[src/rtl/core_pkg.sv]
// core_pkg: shared FSM state encoding and register constants for the core.
package core_pkg;
  typedef enum logic [1:0] {BOOT, RUN, MEM_WAIT, HALT} state_t;
  localparam logic [4:0] REG_X0 = 5'd0;
endpackage

[src/rtl/sat_counter.sv]
// sat_counter: up-counter that sticks at all-ones instead of wrapping.
module sat_counter #(
  parameter int W = 16
) (
  input  logic         clk,
  input  logic         rst_n,
  input  logic         inc,
  output logic [W-1:0] count
);
  always_ff @(posedge clk or negedge rst_n)
    if (!rst_n) count <= '0;
    else if (inc && count != '1) count <= count + 1'b1;
endmodule

[src/rtl/hazard_ctrl.sv]
// hazard_ctrl: boot sequencing, load-use/branch/memory-wait hazard control and
// saturating stall/flush counters for the 5-stage pipeline.
module hazard_ctrl import core_pkg::*; #(
  parameter int START_DELAY = 4,
  parameter int MEM_TIMEOUT = 255,
  parameter int CNT_W       = 16
) (
  input  logic             clk_i,
  input  logic             rst_n_i,
  input  logic [4:0]       ifid_rs1_i,
  input  logic [4:0]       ifid_rs2_i,
  input  logic [4:0]       idex_rd_i,
  input  logic             idex_memread_i,
  input  logic             branch_taken_i,
  input  logic             mem_req_i,
  input  logic             mem_ready_i,
  output logic             start_o,
  output logic             pc_write_o,
  output logic             ifid_stall_o,
  output logic             ifid_flush_o,
  output logic             idex_bubble_o,
  output logic             freeze_o,
  output logic             mem_err_o,
  output logic [CNT_W-1:0] stall_cnt_o,
  output logic [CNT_W-1:0] flush_cnt_o
);
  localparam int BW = $clog2(START_DELAY + 1);
  localparam int WW = $clog2(MEM_TIMEOUT + 1);

  state_t          state;
  logic            armed;
  logic [BW-1:0]   boot_cnt;
  logic [WW-1:0]   wait_cnt;
  logic            run, mem_wait, load_use, branch, stall_inc;

  assign run       = state == RUN;
  assign mem_wait  = mem_req_i && !mem_ready_i;
  assign load_use  = idex_memread_i && idex_rd_i != REG_X0 &&
                     (idex_rd_i == ifid_rs1_i || idex_rd_i == ifid_rs2_i);
  // Memory wait outranks load-use, which in turn masks a same-cycle branch.
  assign branch    = run && !mem_wait && !load_use && branch_taken_i;
  assign stall_inc = state == MEM_WAIT || (run && (mem_wait || load_use));

  always_comb begin
    freeze_o      = state == MEM_WAIT || state == HALT || (run && mem_wait);
    pc_write_o    = run && !mem_wait && !load_use;
    ifid_stall_o  = state == MEM_WAIT || (run && (mem_wait || load_use));
    ifid_flush_o  = state == BOOT || branch;
    idex_bubble_o = run && !mem_wait && load_use;
  end

  // armed delays counting by one edge so start_o rises START_DELAY cycles after
  // the first clock edge that sees reset released.
  always_ff @(posedge clk_i or negedge rst_n_i)
    if (!rst_n_i) begin
      state     <= BOOT;
      armed     <= 1'b0;
      boot_cnt  <= '0;
      wait_cnt  <= '0;
      start_o   <= 1'b0;
      mem_err_o <= 1'b0;
    end else begin
      case (state)
        BOOT: begin
          armed <= 1'b1;
          if (armed) begin
            if (boot_cnt == BW'(START_DELAY - 1)) begin
              state   <= RUN;
              start_o <= 1'b1;
            end else boot_cnt <= boot_cnt + 1'b1;
          end
        end
        RUN: if (mem_wait) begin
          state    <= MEM_WAIT;
          wait_cnt <= '0;
        end
        MEM_WAIT: begin
          if (mem_ready_i) begin
            state    <= RUN;
            wait_cnt <= '0;
          end else if (wait_cnt == WW'(MEM_TIMEOUT - 1)) begin
            state     <= HALT;
            mem_err_o <= 1'b1;
            start_o   <= 1'b0;
          end else wait_cnt <= wait_cnt + 1'b1;
        end
        HALT: start_o <= 1'b0;
      endcase
    end

  sat_counter #(.W(CNT_W)) u_stall_cnt (
    .clk(clk_i), .rst_n(rst_n_i), .inc(stall_inc), .count(stall_cnt_o)
  );

  sat_counter #(.W(CNT_W)) u_flush_cnt (
    .clk(clk_i), .rst_n(rst_n_i), .inc(branch), .count(flush_cnt_o)
  );
endmodule

[config.mk]
export PLATFORM = sky130hd
export DESIGN_NAME = hazard_ctrl
export DESIGN_NICKNAME = d
export VERILOG_FILES = /design/src/rtl/core_pkg.sv /design/src/rtl/sat_counter.sv /design/src/rtl/hazard_ctrl.sv
export SDC_FILE = /design/constraint.sdc
export NUM_CORES = 1
export LEC_CHECK = 0
export ABC_CLOCK_PERIOD_IN_PS = 2360
export CAP_MARGIN = 10
export CORE_MARGIN = 4
export CORE_UTILIZATION = 50
export DETAILED_ROUTE_END_ITERATION = 10
export PLACE_DENSITY = 0.78
export REMOVE_ABC_BUFFERS = 1
export SYNTH_ARGS = -nofsm -noshare
export SYNTH_HDL_FRONTEND = slang
export SYNTH_HIERARCHICAL = 1
export SYNTH_SLANG_ARGS = --single-unit
[constraint.sdc]
create_clock -name clk_i -period 2.36 [get_ports clk_i]
set_input_delay 0.236 -clock clk_i [delete_from_list [all_inputs] [get_ports clk_i]]
set_output_delay 0.236 -clock clk_i [all_outputs]
set_load 0.01 [all_outputs]
**Yosys cells after proc, flatten, opt, wreduce, memory -nomap -nowiden**

Index checks and enable logic that the tools add are counted.

- Output and inout bits: 39
- Logic and storage cells: 75
- Bits in writable memories: 0
- Register bits after elaboration: 48
- Latch bits: 0
- Memory bits (read-only): 0
- Memories: 0
- Bits of input ports: 21

- $lt $le $gt $ge: 0
- $mul: 0
- Multiplexer cells: 15
- Equality and inequality tests: 16
- Reductions and logical operators: 30
- Shift-type cells: 0
- Div/mod/pow operators: 0
- Bitwise logic cells: 2
- Add/subtract/negate cells: 4

Operators with widths:

| kind | count |
|---|---|
| 16-bit by 1-bit adder with 16-bit output, second input constant | 2 |
| 16-bit != test, second input constant | 2 |
| 8-bit 2-to-1 mux | 3 |
| 8-bit one-hot mux with 2 select lines | 1 |
| 1-bit logical AND | 11 |
| 5-bit equality test | 2 |
| 2-bit 2-to-1 mux | 5 |
| 5-bit AND reduction | 2 |
| 3-bit AND reduction | 3 |
| 8-bit by 1-bit adder with 8-bit output, second input constant | 1 |
| 8-bit equality test, second input constant | 1 |
| 1-bit logical OR | 6 |
| 2-bit by 1-bit != test with 1-bit output, second input constant | 3 |
| 2-bit one-hot mux with 3 select lines | 1 |
| 3-bit nonzero test | 2 |
| 5-bit nonzero test | 1 |
| 2-bit equality test, second input constant | 2 |
| 1-bit 2-to-1 mux | 4 |
| 2-bit != test, second input constant | 2 |
| 3-bit by 1-bit adder with 3-bit output, second input constant | 1 |
| 3-bit by 2-bit equality test with 1-bit output, second input constant | 1 |
| 1-bit zero test | 3 |
| 3-bit by 2-bit != test with 1-bit output, second input constant | 1 |
| 3-bit != test, second input constant | 1 |
| 5 further kinds | 6 |

**Logic depth before layout (Yosys ltp)**

Gate-level depths: netlist (run 1).

- Depth in word-level cells: 7
- Mapped depth: 9
- Gate-level depth less buffers: 9

**Modules after synthesis**

The synthesis (run 1) kept the hierarchy.

Modules (own cells, without submodules):

| module | area an instance (um^2) | instances | sequential area each (um^2) | cells each |
|---|---|---|---|---|
| sat_counter | 859.6 | 2 | 400.4 | 72 |
| hazard_ctrl | 1144.8 | 1 | 400.4 | 119 |

**Worst setup path after synthesis (run 1)**

OpenSTA, ideal clock, no wires.

- Path kind: input -> register
- Start point: input port idex_rd_i[1]
- End point: register u_stall_cnt.count[7]
- Buffers on the path: 0
- Arrival: 2.135 ns
- Data required time: 2.228 ns
- Stages on the path: 7
- Setup slack: 0.093 ns
- Setup time: 0.132 ns
- Cells stage by stage: or4_1 > o21a_1 > a311o_1 > and3_1 > and4_2 > a31oi_1 > a31oi_1

- Word-level cells in the longest chain between the ends: 7
- Elaborated cells between the ends (all ways): 10
- Those cells by class: 2 x eq/ne; 8 x reduce/logical

Ends and longest elaborated chain:

| element | line | text |
|---|---|---|
| start, declared | hazard_ctrl.sv:12 | `input logic [4:0] idex_rd_i,` |
| 5-bit equality test or 5-bit nonzero test (tied branches) | hazard_ctrl.sv:39, hazard_ctrl.sv:38 |  |
| 1-bit logical OR or 1-bit logical AND (tied branches) | hazard_ctrl.sv:39, hazard_ctrl.sv:38 |  |
| 1-bit logical AND * | hazard_ctrl.sv:38 | `assign load_use = idex_memread_i && idex_rd_i != REG_X0 &&` |
| 1-bit logical OR * | -- |  |
| 1-bit logical AND * | -- |  |
| 1-bit logical OR * | -- |  |
| named net ifid_stall_o | hazard_ctrl.sv:19 | `output logic ifid_stall_o,` |
| 1-bit logical AND * | sat_counter.sv:12 | `else if (inc && count != '1) count <= count + 1'b1;` |
| end signal, assigned | sat_counter.sv:12 |  |
| end, declared | sat_counter.sv:8 | `output logic [W-1:0] count` |

Mark *: on every way through the listed nets, which the timed path passes. The rest lies on a longest branch.
A chain may end at the register's enable or synchronous reset.

**Worst setup path in the final report (run 1)**

- Start point: input port idex_rd_i[1]
- End point: register u_flush_cnt.count[3]

- Word-level cells in the longest chain between the ends: 7
- Elaborated cells between the ends (all ways): 10
- Those cells by class: 2 x eq/ne; 8 x reduce/logical

Ends and longest elaborated chain:

| element | line | text |
|---|---|---|
| 5-bit equality test or 5-bit nonzero test (tied branches) | hazard_ctrl.sv:39, hazard_ctrl.sv:38 |  |
| 1-bit logical OR or 1-bit logical AND (tied branches) | hazard_ctrl.sv:39, hazard_ctrl.sv:38 |  |
| 1-bit logical AND * | hazard_ctrl.sv:38 |  |
| 1-bit zero test * | hazard_ctrl.sv:41 | `assign branch = run && !mem_wait && !load_use && branch_taken_i;` |
| 1-bit logical AND * (2 in a row) | hazard_ctrl.sv:41 |  |
| named net branch | hazard_ctrl.sv:34 | `logic run, mem_wait, load_use, branch, stall_inc;` |
| 1-bit logical AND * | sat_counter.sv:12 |  |
| end signal, assigned | sat_counter.sv:12 |  |
| end, declared | sat_counter.sv:8 |  |

Marks and branches as above.

==> results.yml, run 1 <==
setup_path:
  arrival_ns: 2.41
  crit_path_max_incr_delay_ns: 0.56
  path_cells: "dlygate4sd2_1, or4_4, o21a_4, a21oi_2, buf_4, buf_4, and3_1, buf_4, nand2_1, a32oi_1, o21ai_0"
  crit_top_cell: "buf_4"
  slowest_stage: "or4_4"
  criticalPathCategory: "in2reg"
  cp-end-kind: "register"
  cp-start-kind: "input port"
  required_ns: 2.53
  critical_path_peak_fanout: 4
route:
  vias: 2477
  ant_nets: 0
  wl_per_cell_um: 16.50
  drc: 0
  wl_um: 6928
  vias_per_cell: 5.898
  drt_pass1_iterations: 4
  drt_iter0_markers: 147
synth:
  muxShareOfSynthArea_pct: 1.879
  synthTopCellsByArea: "dfrtp_1 (42%), xnor2_1 (6.4%), ha_1 (5.2%)"
  yosysUniqueCellTypes: 52
  yosysSeqAreaShare_pct: 41.94
  yosys.area_share.simple_pct: 26.47
  synth-xor-area-share_pct: 7.645
  ys_ff_latch: 48
  synth_fa_ha_area_share_pct: 5.242
  yosys.area.top_type: "dfrtp_1"
  synth_top_family_by_area: "simple AND/OR/NAND/NOR gates"
  synth_compound_area_share_pct: 15.38
  synth_top_area_share_pct: 41.94
  synthCells: 263
  ys_warn_count: 6
  synth.cell_area_sq_mm: 0.002864
  avgSynthCellArea_sq_um: 10.89
power_and_ir_drop:
  ir_drop_mv: 0.5408
  power_uw: 3037
  power_leakage_uw: 0.001630
  powerDensity_mw_per_mm2: 795.5
clock_tree:
  cts_buffer_depth: 2
  cts-root-buf: "clkbuf_8"
  cts_tree: "built"
  htreeDepth: 2
  clkTransAtPathRegs_ns: 0.09
  clkLatencyLatePin_ns: 0.29
  cts_made_buffers: 5
  clock_sinks: 48
sta:
  post-route-period-util_pct: 94.94
  rsz0062_at_grt: "false"
  min_period_ns: 2.240
  fmax_mhz: 446.3
  setup_viol: 0
  clock_skew_ns: 0.006111
  slew_headroom_pct: 51.66
  finalMaxSlewViolations: 0
  worst_slew_pin_slew_ns: 0.7202
  hold_viol: 0
  holdWs_ns: 0.4673
status:
  status: "complete, no violations"
min_path:
  hp-class: "in2async"
grt:
  grt_pass1_wl_um: 11990
  grt_pass1_vias: 2590
  antenna_found_initial: 0
  grt_max_degree: 26
  grt.total_usage_pct: 20.54
  grt_remaining_overflow: 0
placement:
  numPortBuffers: 59
  gp_congestion: 0.8644
  place.detailed.hpwl_um: 5131
layout:
  final_nets: 380
  drive_above_1_share_pct: 17.53
  syn_to_final_growth_pct: 33.29
  diodes: 0
floorplanning:
  core_area_sq_mm: 0.005540
  die_h_um: 83.69
  fp.dieW_um: 83.69
  ios: 60
  initial_core_util_pct: 51.69
  row_count: 27
  die-area_sq_mm: 0.007003
flow_run:
  cap_violations: 0
## state kept, by name, summed over array words and instances (netlist names)
signal	count
mem_err_o	1
boot_cnt	3
wait_cnt	8
state	2
armed	1
u_flush_cnt/count	16
start_o	1
u_stall_cnt/count	16
## worst max-delay path, delay by kind of cell
| family | cells | cell delay, ns |
|---|---|---|
| buffers and inverters | 4 | 0.67 |
| AND/OR/NAND/NOR | 3 | 0.83 |
| AO/OA/AOI/OAI | 4 | 0.67 |
## per-layer routing
metal	global-route usage (%)	vias to the layer above	part of all wire [%]
met5	0	-	0
met1	26.58	1214	45
met2	34.49	69	49
li1	-	1188	-
met3	4.936	6	5.1
met4	5.263	0	0.79
## timing repair
| item | CTS | global route |
|---|---|---|
| setup buffers | 2 | 0 |
| hold buffers | 1 | 0 |
| pin swaps | 4 | 2 |
| setup endpoints to repair | 13 | 3 |
| resized for setup | 12 | 1 |
| endpoints found under the hold margin | 23 | 0 |
## layout make-up
| class | instances | area (sq um) |
|---|---|---|
| Inverter | 7 | 26.28 |
| Tap cell | 72 | 90.09 |
| Clock inverter | 1 | 30.03 |
| Multi-Input combinational cell | 206 | 1643 |
| Clock buffer | 7 | 96.34 |
| Timing Repair Buffer | 79 | 730.7 |
| Sequential cell | 48 | 1201 |
| Fill cell | 471 | 1723 |
## where the power goes
part	switching, uW	internal, uW
combinational	609	612
sequential	209	967
clock	266	374
total	1080	1950
## stage by stage
step	area [sq um]	setup TNS [ns]	instances	setup WS (ns)	utilization [%]
after floorplan	2849	0	261	0.09263	-
final	3817	0	420	0.1195	68.90
after global routing	3817	0	420	0.01917	68.90
after CTS	3815	0	420	0.05929	68.86
after global placement	3652	-7.059	409	-0.3424	65.92
after detailed placement	3652	-9.015	409	-0.4189	65.92
## final timing paths
check                                        start  depth (start not counted)                          endpoint  slack [ns]
max                                   idex_rd_i[1]                         11  u_flush_cnt/count[3]$_DFFE_PN0P_        0.12
min                                        rst_n_i                          2  u_flush_cnt/count[5]$_DFFE_PN0P_        0.47
max reg2reg                   state[1]$_DFFE_PN0P_                         12  u_flush_cnt/count[3]$_DFFE_PN0P_        0.13
min reg2reg                boot_cnt[0]$_DFFE_PN0P_                          1           boot_cnt[0]$_DFFE_PN0P_        0.48
max in group asynchronous                  rst_n_i                          3  u_stall_cnt/count[0]$_DFFE_PN0P_        1.29
min in group clk_i         boot_cnt[0]$_DFFE_PN0P_                          1           boot_cnt[0]$_DFFE_PN0P_        0.48
## synth_stat cells, drive strengths merged
library cell / n
nand4: 21
nand2: 14
clkbuf: 1
o22ai: 1
buf: 1
nor4: 4
o211ai: 2
a41oi: 1
and3: 5
inv: 7
o21a: 11
o211a: 1
a31oi: 7
and4: 8
a2111o: 1
nor2b: 2
o31ai: 7
mux2: 3
nand3: 19
and2: 1
a32oi: 2
nor3: 3
nand2b: 1
nor2: 10
a21oi: 14
o21ai: 10
mux2i: 2
a311o: 1
or4: 5
a21boi: 1
or2: 3
a211o: 2
ha: 12
xor2: 4
and4b: 2
or3: 2
nand4b: 1
dfrtp: 48
o21ba: 1
xnor2: 21
nand3b: 1
## cell usage in the layout, fill, tap and decap left out, drive strengths merged, types with 8 or more instances in the layout
cell            n
dlygate4sd2     8
nand3          19
clkdlybuf4s50  49
a21oi          14
o21a           11
nand4          21
and4            8
ha             12
dfrtp          48
xnor2          21
nand2          14
o21ai          10
nor2           10
buf            20
## cell families after synthesis
group           Yosys count
buf+inv                   9
flops                    48
xor+xnor                 25
simple gates            102
fa+ha+maj                12
mux                       5
compound gates           62
(Power assumes the default switching activity.)
==> run 2, diff against run 1 <==
--- a/config.mk
+++ b/config.mk
@@ -12,6 +12,7 @@
 export DETAILED_ROUTE_END_ITERATION = 10
 export PLACE_DENSITY = 0.78
 export REMOVE_ABC_BUFFERS = 1
+export SLEW_MARGIN = 25
 export SYNTH_ARGS = -nofsm -noshare
 export SYNTH_HDL_FRONTEND = slang
 export SYNTH_HIERARCHICAL = 1
==> results of run 2 <==
Same layout as run 1: the final DEF is identical, and so are final timing and power.
==> run 3, diff against run 2 <==
--- a/config.mk
+++ b/config.mk
@@ -5,12 +5,12 @@
 export SDC_FILE = /design/constraint.sdc
 export NUM_CORES = 1
 export LEC_CHECK = 0
-export ABC_CLOCK_PERIOD_IN_PS = 2360
+export ABC_CLOCK_PERIOD_IN_PS = 1800
 export CAP_MARGIN = 10
 export CORE_MARGIN = 4
-export CORE_UTILIZATION = 50
+export CORE_UTILIZATION = 46
 export DETAILED_ROUTE_END_ITERATION = 10
-export PLACE_DENSITY = 0.78
+export PLACE_DENSITY = 0.76
 export REMOVE_ABC_BUFFERS = 1
 export SLEW_MARGIN = 25
 export SYNTH_ARGS = -nofsm -noshare
==> constraint.sdc (replaced) <==
create_clock -name clk_i -period 1.8 [get_ports clk_i]
set_input_delay 0.18 -clock clk_i [delete_from_list [all_inputs] [get_ports clk_i]]
set_output_delay 0.18 -clock clk_i [all_outputs]
set_load 0.01 [all_outputs]
==> run 3 against run 2 <==
The flow now finishes with violations (setup timing); setup slack got worse by 0.29 ns; core utilization increased by 3.9 points; wire length is 18% higher; power is 56% higher; sequential share of layout area is 3.9 points lower; global-route usage is 0.77 points higher; clock skew decreased by 0.0016 ns; final cell count rose by 10%; sequential power grew 28%; highest routed layer unchanged.
==> results.yml, run 3 (synthesis gave the netlist of run 1 again) <==
layout:
  syn_to_final_growth_pct: 52.38
  final_nets: 419
  layout.cells.non_filler: 462
  diodes: 0
  final_common_cell: "dfrtp_1"
  drive_above_1_share_pct: 37.21
  most-common-layout-cells: "dfrtp_1 (48), buf_4 (42), clkdlybuf4s50_1 (38)"
  reg.largest.list: "u_flush_cnt/count (16), u_stall_cnt/count (16), wait_cnt (8)"
sta:
  rsz0062_at_grt: "true"
  holdWs_ns: 0.3561
  finalMaxSlewViolations: 0
  worst_slew_pin_slew_ns: 0.4427
  fmax_mhz: 506.5
  layout_setup_ws_ns: -0.1745
  post-route-period-util_pct: 109.7
  hold_viol: 0
  slew_headroom_pct: 70.49
  min_period_ns: 1.974
  clock_skew_ns: 0.004528
  setup_viol: 25
placement:
  numPortBuffers: 59
  dp.cells: 436
  gp_congestion: 0.8797
  preCtsSetupSlack_ns: -0.7891
  place.detailed.hpwl_um: 5198
setup_path:
  criticalPathCategory: "in2reg"
  required_ns: 2.04
  timing.rr.end: "u_stall_cnt/count[5]$_DFFE_PN0P_"
  cp_num_buf_inv: 2
  r2r_cells: 9
  cp-start-kind: "input port"
  setup.worst_path.start: "idex_rd_i[2]"
  crit_family: "compound AO/OA/AOI/OAI gates"
  arrival_ns: 2.22
  cp-end-kind: "register"
  reg2reg_slack_ns: -0.15
  rr_startpoint: "state[0]$_DFFE_PN0P_"
  path_cells: "buf_6, or4_1, o21a_1, a311o_1, buf_6, and3_4, and4_4, o211ai_1, o21a_1"
  crit_path_max_incr_delay_ns: 0.51
  slowest_stage: "or4_1"
  critical_path_peak_fanout: 4
grt:
  grt_pass1_wl_um: 12790
  grt_pass1_vias: 2606
  grt.total_usage_pct: 21.31
  antenna_found_initial: 0
  grt_max_degree: 21
  grt_remaining_overflow: 0
clock_tree:
  cts-root-buf: "clkbuf_8"
  cts_buffer_depth: 2
  clock_sinks: 48
  cts_tree: "built"
  htreeDepth: 2
  clkLatencyLatePin_ns: 0.30
  clkTransAtPathRegs_ns: 0.09
  cts_made_buffers: 5
route:
  vias: 2682
  wl_um: 8189
  drc: 0
  drt_pass1_iterations: 4
  wl_per_cell_um: 17.73
  drt_iter0_markers: 132
  vias_per_cell: 5.805
  ant_nets: 0
power_and_ir_drop:
  power_uw: 4729
  powerDensity_mw_per_mm2: 1083
  power_leakage_uw: 0.001911
  ir_drop_mv: 0.8010
floorplanning:
  row_count: 28
  core_area_sq_mm: 0.005991
  initial_core_util_pct: 47.81
  ios: 60
  fp.dieW_um: 86.91
  die_h_um: 86.91
  die-area_sq_mm: 0.007552
min_path:
  hp-class: "in2async"
status:
  violations: "setup timing"
  status: "complete, but fails checks"
flow_run:
  cap_violations: 0
run 3: cell types whose count changed in the layout (fill, tap and decap cells not counted), moves of 4 or more:
cell / delta
nand2_1: -5
buf_2: +7
ha_1: -5
nor2_1: -4
buf_6: +17
a21oi_1: -4
ha_4: +4
buf_4: +23
clkdlybuf4s50_1: -11
run 3: worst reg2reg max path, cell delays in order (launching register included):
cell	delay, ns
dfrtp_1	0.43
ha_4	0.20
inv_4	0.07
nor2_4	0.04
a311o_1	0.37
buf_6	0.16
and3_4	0.18
and4_4	0.21
o211ai_1	0.10
o21a_1	0.15
run 3: power breakdown:
| group | internal (uW) | leakage [uW] | total (uW) | switching, uW |
|---|---|---|---|---|
| Combinational | 1360 | 0.00122 | 2550 | 1180 |
| Sequential | 1270 | 0.000637 | 1510 | 242 |
| Clock | 307 | 0.0000510 | 673 | 365 |
| Total | 2940 | 0.00191 | 4730 | 1790 |
run 3: timing repair:
item	4_1_cts	5_1_grt
endpoints found under the setup margin	44	42
endpoints found under the hold margin	18	0
gates cloned	1	0
pin swaps	50	21
gates resized for setup	100	30
hold buffers	1	0
setup buffers	17	4
run 3: worst max-delay path by stage:
stage               cells past startpoint                                end  slack, ns
finish                                  9   u_stall_cnt/count[5]$_DFFE_PN0P_      -0.17
CTS                                    10  u_flush_cnt/count[15]$_DFFE_PN0P_      -0.22
global placement                       10  u_flush_cnt/count[15]$_DFFE_PN0P_      -0.78
floorplan                               7   u_stall_cnt/count[7]$_DFFE_PN0P_      -0.41
detailed placement                     10  u_flush_cnt/count[15]$_DFFE_PN0P_      -0.79
global route                           10  u_stall_cnt/count[14]$_DFFE_PN0P_      -0.18
run 3: per-stage QoR:
step           util (%)  cell area [sq um]  TNS (ns)
5_1_grt           72.85               4364    -3.428
3_3_place_gp      64.04               3836    -22.87
2_1_floorplan         -               2849    -4.807
6_report          72.85               4364    -1.748
3_5_place_dp      64.04               3836    -23.20
4_1_cts           70.86               4245    -3.036
run 3: final cells by class:
type                    count  area (sq um)
multi-input cells         207          1914
clock inverters             2         10.01
fillers                   410          1627
flip-flops and latches     48          1201
clock buffers               6         82.58
repair buffers            117          1033
inverters                   7         28.78
well taps                  75         93.84
run 3: routing by layer:
layer / part of all wire (%) / global-route usage [%] / vias to the layer above
li1: - / - / 1267
met1: 40 / 26.44 / 1310
met2: 52 / 36.44 / 95
met3: 6.8 / 4.920 / 10
met4: 1.2 / 7.082 / 0
met5: 0 / 0 / -
